File: src/rtl/display_scan_if.sv
// Bus between the grade datapath and the display scan controller.
// The datapath side drives the enable, load and value signals. The controller
// side drives the shared decoder code, the digit enables and the frame pulse.
interface display_scan_if #(
  parameter int NUM_DIG = 4
);
  logic                   enable;
  logic                   load;
  logic [4*NUM_DIG-1:0]   valores;
  logic [3:0]             nota_out;
  logic [NUM_DIG-1:0]     an_n;
  logic                   frame_end;

  modport master (
    output enable, load, valores,
    input  nota_out, an_n, frame_end
  );

  modport slave (
    input  enable, load, valores,
    output nota_out, an_n, frame_end
  );
endinterface

File: src/rtl/display_scan_ctrl.sv
// Multiplexed 7-segment scan controller.
// NUM_DIG 4-bit codes share one decoder. Each digit slot is DIV cycles long.
// The first GAP cycles of a slot keep every anode off so the previous digit
// does not ghost into the next one.
// Values are double-buffered: new data is swapped in only at a frame boundary,
// so a single frame never mixes old and new data.
module display_scan_ctrl #(
  parameter int NUM_DIG     = 4,
  parameter int DIV         = 50000,
  parameter int GAP         = 2,
  parameter int BLANK_ZEROS = 1
) (
  input  logic          clk,
  input  logic          rst,
  display_scan_if.slave bus
);

  localparam int PW = (DIV > 1) ? $clog2(DIV) : 1;
  localparam int IW = (NUM_DIG > 1) ? $clog2(NUM_DIG) : 1;
  localparam int VW = 4 * NUM_DIG;

  localparam logic [PW-1:0] DIV_LAST = PW'(DIV - 1);
  localparam logic [PW-1:0] GAP_LAST = PW'((GAP > 0) ? (GAP - 1) : 0);
  localparam logic [IW-1:0] IDX_LAST = IW'(NUM_DIG - 1);
  localparam logic [3:0]    BLANK    = 4'hF;

  typedef enum logic [1:0] {
    S_OFF = 2'd0,
    S_GAP = 2'd1,
    S_ON  = 2'd2
  } state_t;

  // Leading-zero mask: digit i>0 is dark when it and every higher digit are 0.
  function automatic logic [NUM_DIG-1:0] blank_mask(input logic [VW-1:0] vals);
    logic               run;
    logic [NUM_DIG-1:0] m;
    run = 1'b1;
    m   = '0;
    for (int i = NUM_DIG - 1; i >= 0; i--) begin
      run  = run & (vals[4*i +: 4] == 4'h0);
      m[i] = run & (i != 0) & (BLANK_ZEROS != 0);
    end
    return m;
  endfunction

  state_t             state;
  logic [PW-1:0]      presc;
  logic [IW-1:0]      idx;
  logic [VW-1:0]      active;
  logic [VW-1:0]      pending;
  logic               pend_flag;
  logic [3:0]         nota_r;
  logic [NUM_DIG-1:0] an_n_r;
  logic               frame_end_r;

  state_t             state_n;
  logic [PW-1:0]      presc_n;
  logic [IW-1:0]      idx_n;
  logic [VW-1:0]      active_n;
  logic [VW-1:0]      pending_n;
  logic               pend_flag_n;
  logic               tick;
  logic               boundary;
  logic [NUM_DIG-1:0] mask_n;
  logic [3:0]         nota_n;
  logic [NUM_DIG-1:0] an_n_n;

  // Next scan position, buffer swap and output codes. The outputs are
  // computed from the next state so the registered outputs line up with the
  // state register on every cycle.
  always_comb begin
    tick        = (state == S_ON) && (presc == DIV_LAST);
    boundary    = bus.enable && tick && (idx == IDX_LAST);
    state_n     = state;
    presc_n     = presc;
    idx_n       = idx;
    active_n    = active;
    pending_n   = pending;
    pend_flag_n = pend_flag;

    if (!bus.enable) begin
      state_n = S_OFF;
      presc_n = '0;
      idx_n   = '0;
    end else begin
      case (state)
        S_OFF: begin
          state_n = (GAP == 0) ? S_ON : S_GAP;
          presc_n = '0;
          idx_n   = '0;
        end
        S_GAP: begin
          presc_n = presc + PW'(1);
          if (presc == GAP_LAST) state_n = S_ON;
        end
        S_ON: begin
          if (tick) begin
            presc_n = '0;
            idx_n   = (idx == IDX_LAST) ? '0 : idx + IW'(1);
            state_n = (GAP == 0) ? S_ON : S_GAP;
          end else begin
            presc_n = presc + PW'(1);
          end
        end
        default: begin
          state_n = S_OFF;
          presc_n = '0;
          idx_n   = '0;
        end
      endcase
    end

    // While dark, or when a load lands on the frame boundary, the new
    // values bypass the pending buffer. Otherwise the last load before the
    // boundary waits in pending.
    if (bus.load) pending_n = bus.valores;
    if (bus.load && ((state == S_OFF) || boundary)) begin
      active_n    = bus.valores;
      pend_flag_n = 1'b0;
    end else if (bus.load) begin
      pend_flag_n = 1'b1;
    end else if (boundary && pend_flag) begin
      active_n    = pending;
      pend_flag_n = 1'b0;
    end

    mask_n = blank_mask(active_n);
    if (state_n == S_ON) begin
      an_n_n = ~({{(NUM_DIG-1){1'b0}}, 1'b1} << idx_n);
      nota_n = mask_n[idx_n] ? BLANK : active_n[{idx_n, 2'b00} +: 4];
    end else begin
      an_n_n = '1;
      nota_n = BLANK;
    end
  end

  // Scan FSM with registered outputs. Reset darkens the display at once.
  always_ff @(posedge clk or posedge rst) begin
    if (rst) begin
      state       <= S_OFF;
      presc       <= '0;
      idx         <= '0;
      active      <= '0;
      pending     <= '0;
      pend_flag   <= 1'b0;
      nota_r      <= BLANK;
      an_n_r      <= '1;
      frame_end_r <= 1'b0;
    end else begin
      state       <= state_n;
      presc       <= presc_n;
      idx         <= idx_n;
      active      <= active_n;
      pending     <= pending_n;
      pend_flag   <= pend_flag_n;
      nota_r      <= nota_n;
      an_n_r      <= an_n_n;
      frame_end_r <= boundary;
    end
  end

  assign bus.nota_out  = nota_r;
  assign bus.an_n      = an_n_r;
  assign bus.frame_end = frame_end_r;

endmodule

File: src/flat_wrapper.sv
// flat-port wrapper written by rule: the top's interface ports become plain ports
module display_scan_ctrl_flat 
#(
  parameter int NUM_DIG     = 4,
  parameter int DIV         = 50000,
  parameter int GAP         = 2,
  parameter int BLANK_ZEROS = 1
)
  (clk, rst, bus_enable, bus_load, bus_valores, bus_nota_out, bus_an_n, bus_frame_end);
  display_scan_if #(.NUM_DIG(NUM_DIG)) bus_i ();
  input  logic clk;
  input  logic rst;
  input wire logic [$bits(bus_i.enable)-1:0] bus_enable;
  input wire logic [$bits(bus_i.load)-1:0] bus_load;
  input wire logic [$bits(bus_i.valores)-1:0] bus_valores;
  output wire logic [$bits(bus_i.nota_out)-1:0] bus_nota_out;
  output wire logic [$bits(bus_i.an_n)-1:0] bus_an_n;
  output wire logic [$bits(bus_i.frame_end)-1:0] bus_frame_end;
  assign bus_i.enable = bus_enable;
  assign bus_i.load = bus_load;
  assign bus_i.valores = bus_valores;
  assign bus_nota_out = bus_i.nota_out;
  assign bus_an_n = bus_i.an_n;
  assign bus_frame_end = bus_i.frame_end;
  display_scan_ctrl #(.NUM_DIG(NUM_DIG), .DIV(DIV), .GAP(GAP), .BLANK_ZEROS(BLANK_ZEROS)) u_core (.clk(clk), .rst(rst), .bus(bus_i));
endmodule
File: config.mk
export PLATFORM = sky130hd
export DESIGN_NAME = display_scan_ctrl_flat
export DESIGN_NICKNAME = d
export VERILOG_FILES = /design/src/rtl/display_scan_if.sv /design/src/rtl/display_scan_ctrl.sv /design/src/flat_wrapper.sv
export SDC_FILE = /design/constraint.sdc
export NUM_CORES = 1
export LEC_CHECK = 0
export CAP_MARGIN = 10
export CORE_MARGIN = 3
export CORE_UTILIZATION = 25
export DETAILED_ROUTE_END_ITERATION = 10
export REMOVE_ABC_BUFFERS = 1
export SETUP_SLACK_MARGIN = 0.5
export SYNTH_ARGS = -nofsm -noshare
export SYNTH_HDL_FRONTEND = slang
export SYNTH_SLANG_ARGS = --single-unit
File: constraint.sdc
create_clock -name clk -period 3.1 [get_ports clk]
set_input_delay 0.62 -clock clk [delete_from_list [all_inputs] [get_ports clk]]
set_output_delay 0.62 -clock clk [all_outputs]
set_load 0.02 [all_outputs]
==> results.md <==
- Status: finished, final reports clean
- CP Launch Type: input port
- Top_reg_cell synth: dfrtp_1
- Worst EP arrival: between 2000 and 3000 ps
- Syn-to-layout area delta: 31.6%
- Wire length of the first global-routing pass: ~11,000 um
- Largest fanout on the critical path: 13
- Router iterations before antenna repair: 5
- Routed len/inst: ~14 um
- Routed via count: ~2,300
- Setup Skew: approximately 6.4 ps
- Port-buffer cells: 28
- Most common cell after layout, fill and taps aside: dfrtp_1
- ANT nets after route: 0
- Clock latency on the worst-skew pair: ~320 ps
- CP required: between 3000 and 4000 ps
- Cell taking the most area after synthesis: dfrtp_1
- Die area: between 0.01 and 0.015 sq mm
- Die width: roughly 120 um
- Setup TNS: 0 ps
- Chip height: 117 um
- Vias in the first global route: about 2,300
- FMAX: just over 0.4 GHz
- Seq/Total Area, Yosys: between 50% and 60%
- FF-to-FF Start: u_core.state[0]
- Total grt overflow: 0
- P per Cell Area: 537 mW/mm^2
- Synth Register Bits: a little over 60
- Post-synth EDFFs: 0
- Antenna diode count: 0
- I/O Pins: 29
- Fin crit share: approximately 78%
- Leak: around 1.7 nW
- Post-Syn Instances: ~280
- HP Class: reg -> reg
- Initial antenna violation count: 1
- Combined area of all synthesized cells: approximately 0.003 sq mm
- CTS clk-pin slew, worst paths: 60 ps
- Ys async rst share: 100%
- Ys Warns: 0
- Clk buf depth: 2
- Avg Synthesized Cell Area: between 10 and 15 sq um
- Layout cells sized above 1: 27.4%
- Rows: 39
- CTS Buf Count: 9
- Initial Util: a little over a quarter
- GRT Overall Usage: a little over a tenth
- Fin util: roughly a third
- Synth top area share: between 40% and 50%
- Drt total wl: between 6000 and 7000 um
- Endpoints failing setup: 0
- Worst slew pin tran: about 580 ps
- CP startpoint: bus_enable
- Drt drc: 0
- Hold path startpoint: u_core.presc[0]
- Worst VDD drop: roughly 240 uV
- Library cells used by synthesis: 52
- CTS tree: done
- Hpwl dp: ~4800 um
- Slew Limit Fails: 0
- RSZ-0062 raised after global routing: no
- Final Hold Viols: 0
- Slew margin rel.: between 60% and 70%
- Top post-synthesis cells by area: dfrtp_1 44%, dfstp_2 6.8%, mux2_2 6.2%
- Clock root buffer: clkbuf_16
- Routability Congestion: ~0.75
- Critical Path Sink Type: flip-flop
- DRT iter0 DRCs: between 100 and 150
- Fin nets: 350
- Via-per-instance ratio: 4.62
- WS Path Type: in -> reg
- H-tree depth: 3
- Clk sinks: 62
- Total core area: between 0.01 and 0.015 sq mm
- Commonest cells after routing, fill and taps aside: 54 x dfrtp_1, 30 x nand2_1, 27 x clkdlybuf4s50_1, 23 x nor2_1, 18 x nand3_1
- Largest net degree at the start of global routing: 37
- Power Total: ~0.0022 W
- Max-cap violation count: 0
- Period minus WS final: ~2400 ps
[worst paths after layout]
kind | endpoint | slack (ps) | cells past startpoint
worst max-delay path | u_core.bus.nota_out[0] | 680 | 9
worst min-delay path | u_core.presc[0] | 490 | 1
worst max register to register | u_core.bus.nota_out[0] | 700 | 12
worst min register to register | u_core.presc[0] | 490 | 1
max in group asynchronous | u_core.bus.an_n[1] | 1750 | 3
min in group asynchronous | u_core.pending[2] | 700 | 2
[sequential cells by signal, indices dropped and copies added, names as in the netlist]
register / count
u_core.active: 16
u_core.pending: 16
u_core.presc: 16
u_core.bus.an_n: 4
u_core.bus.nota_out: 4
u_core.idx: 2
u_core.state: 2
u_core.bus.frame_end: 1
u_core.pend_flag: 1
[Yosys cell counts, drive strengths merged (6+ instances only)]
library cell,count
ha,7
xnor2,6
buf,7
nor2b,6
nor2,23
nand3,21
and3,8
o21ai,19
inv,6
dfrtp,54
mux2,17
dfstp,8
nor4,6
nand2,32
xor2,8
mux2i,15
[worst max-delay path: stages]
cell	delay [ps]
clkdlybuf4s50_1	480
and4b_1	230
and3_4	250
nand2_8	120
mux2i_1	140
o21ai_1	280
nor4_2	110
o221ai_2	280
nand3_1	130
[metrics by stage]
stage / area [sq um] / setup WS (ps) / hold slack [ps] / std cells
floorplan: 3030 / 410 / 453 / 268
global placement: 3570 / 204 / 475 / 464
finish: 4070 / 679 / 486 / 492
global route: 4070 / 508 / 510 / 492
CTS: 3930 / 542 / 491 / 482
detailed placement: 3570 / 151 / 483 / 464
[timing repair]
item / CTS / global route
setup buffers: 2 / 10
gates resized for setup: 3 / 16
pin swaps: 2 / 6
endpoints found under the setup margin: 4 / 8
hold buffers: 0 / 0
[where the power goes]
group	internal, W	switching (W)
logic	0.0000997	0.000117
registers	0.000867	0.0000245
clock network	0.000706	0.000370
total	0.00167	0.000512
[kinds of logic after synthesis]
kind of cell | Yosys count | share of synthesized area [%]
AOI/OAI and AO/OA | 40 | 9.71
xor gates and xnor gates | 14 | 3.97
adders and majority gates | 7 | 2.83
buffers and inverters | 16 | 2.71
DFF | 62 | 50.5
muxes | 32 | 11.0
and+or+nand+nor | 107 | 19.2
[final cells by class]
cell class              instances  area, sq um
fillers                      1153         7690
flip-flops and latches         62         1560
multi-input cells             200         1520
repair buffers                 44          435
clock buffers                   9          225
well taps                     164          205
clock inverters                 7         97.6
inverters                       6         25.0
[metal layers]
| layer | share of wire, % | vias up | global-route usage [%] |
|---|---|---|---|
| met4 | 1.8 | 2 | 3.36 |
| li1 | - | 1094 | - |
| met1 | 48 | 1123 | 14.2 |
| met3 | 6.1 | 10 | 3.96 |
| met2 | 44 | 46 | 15.2 |
| met5 | 0.19 | - | 0 |
Power figures use the tool's default switching activity.
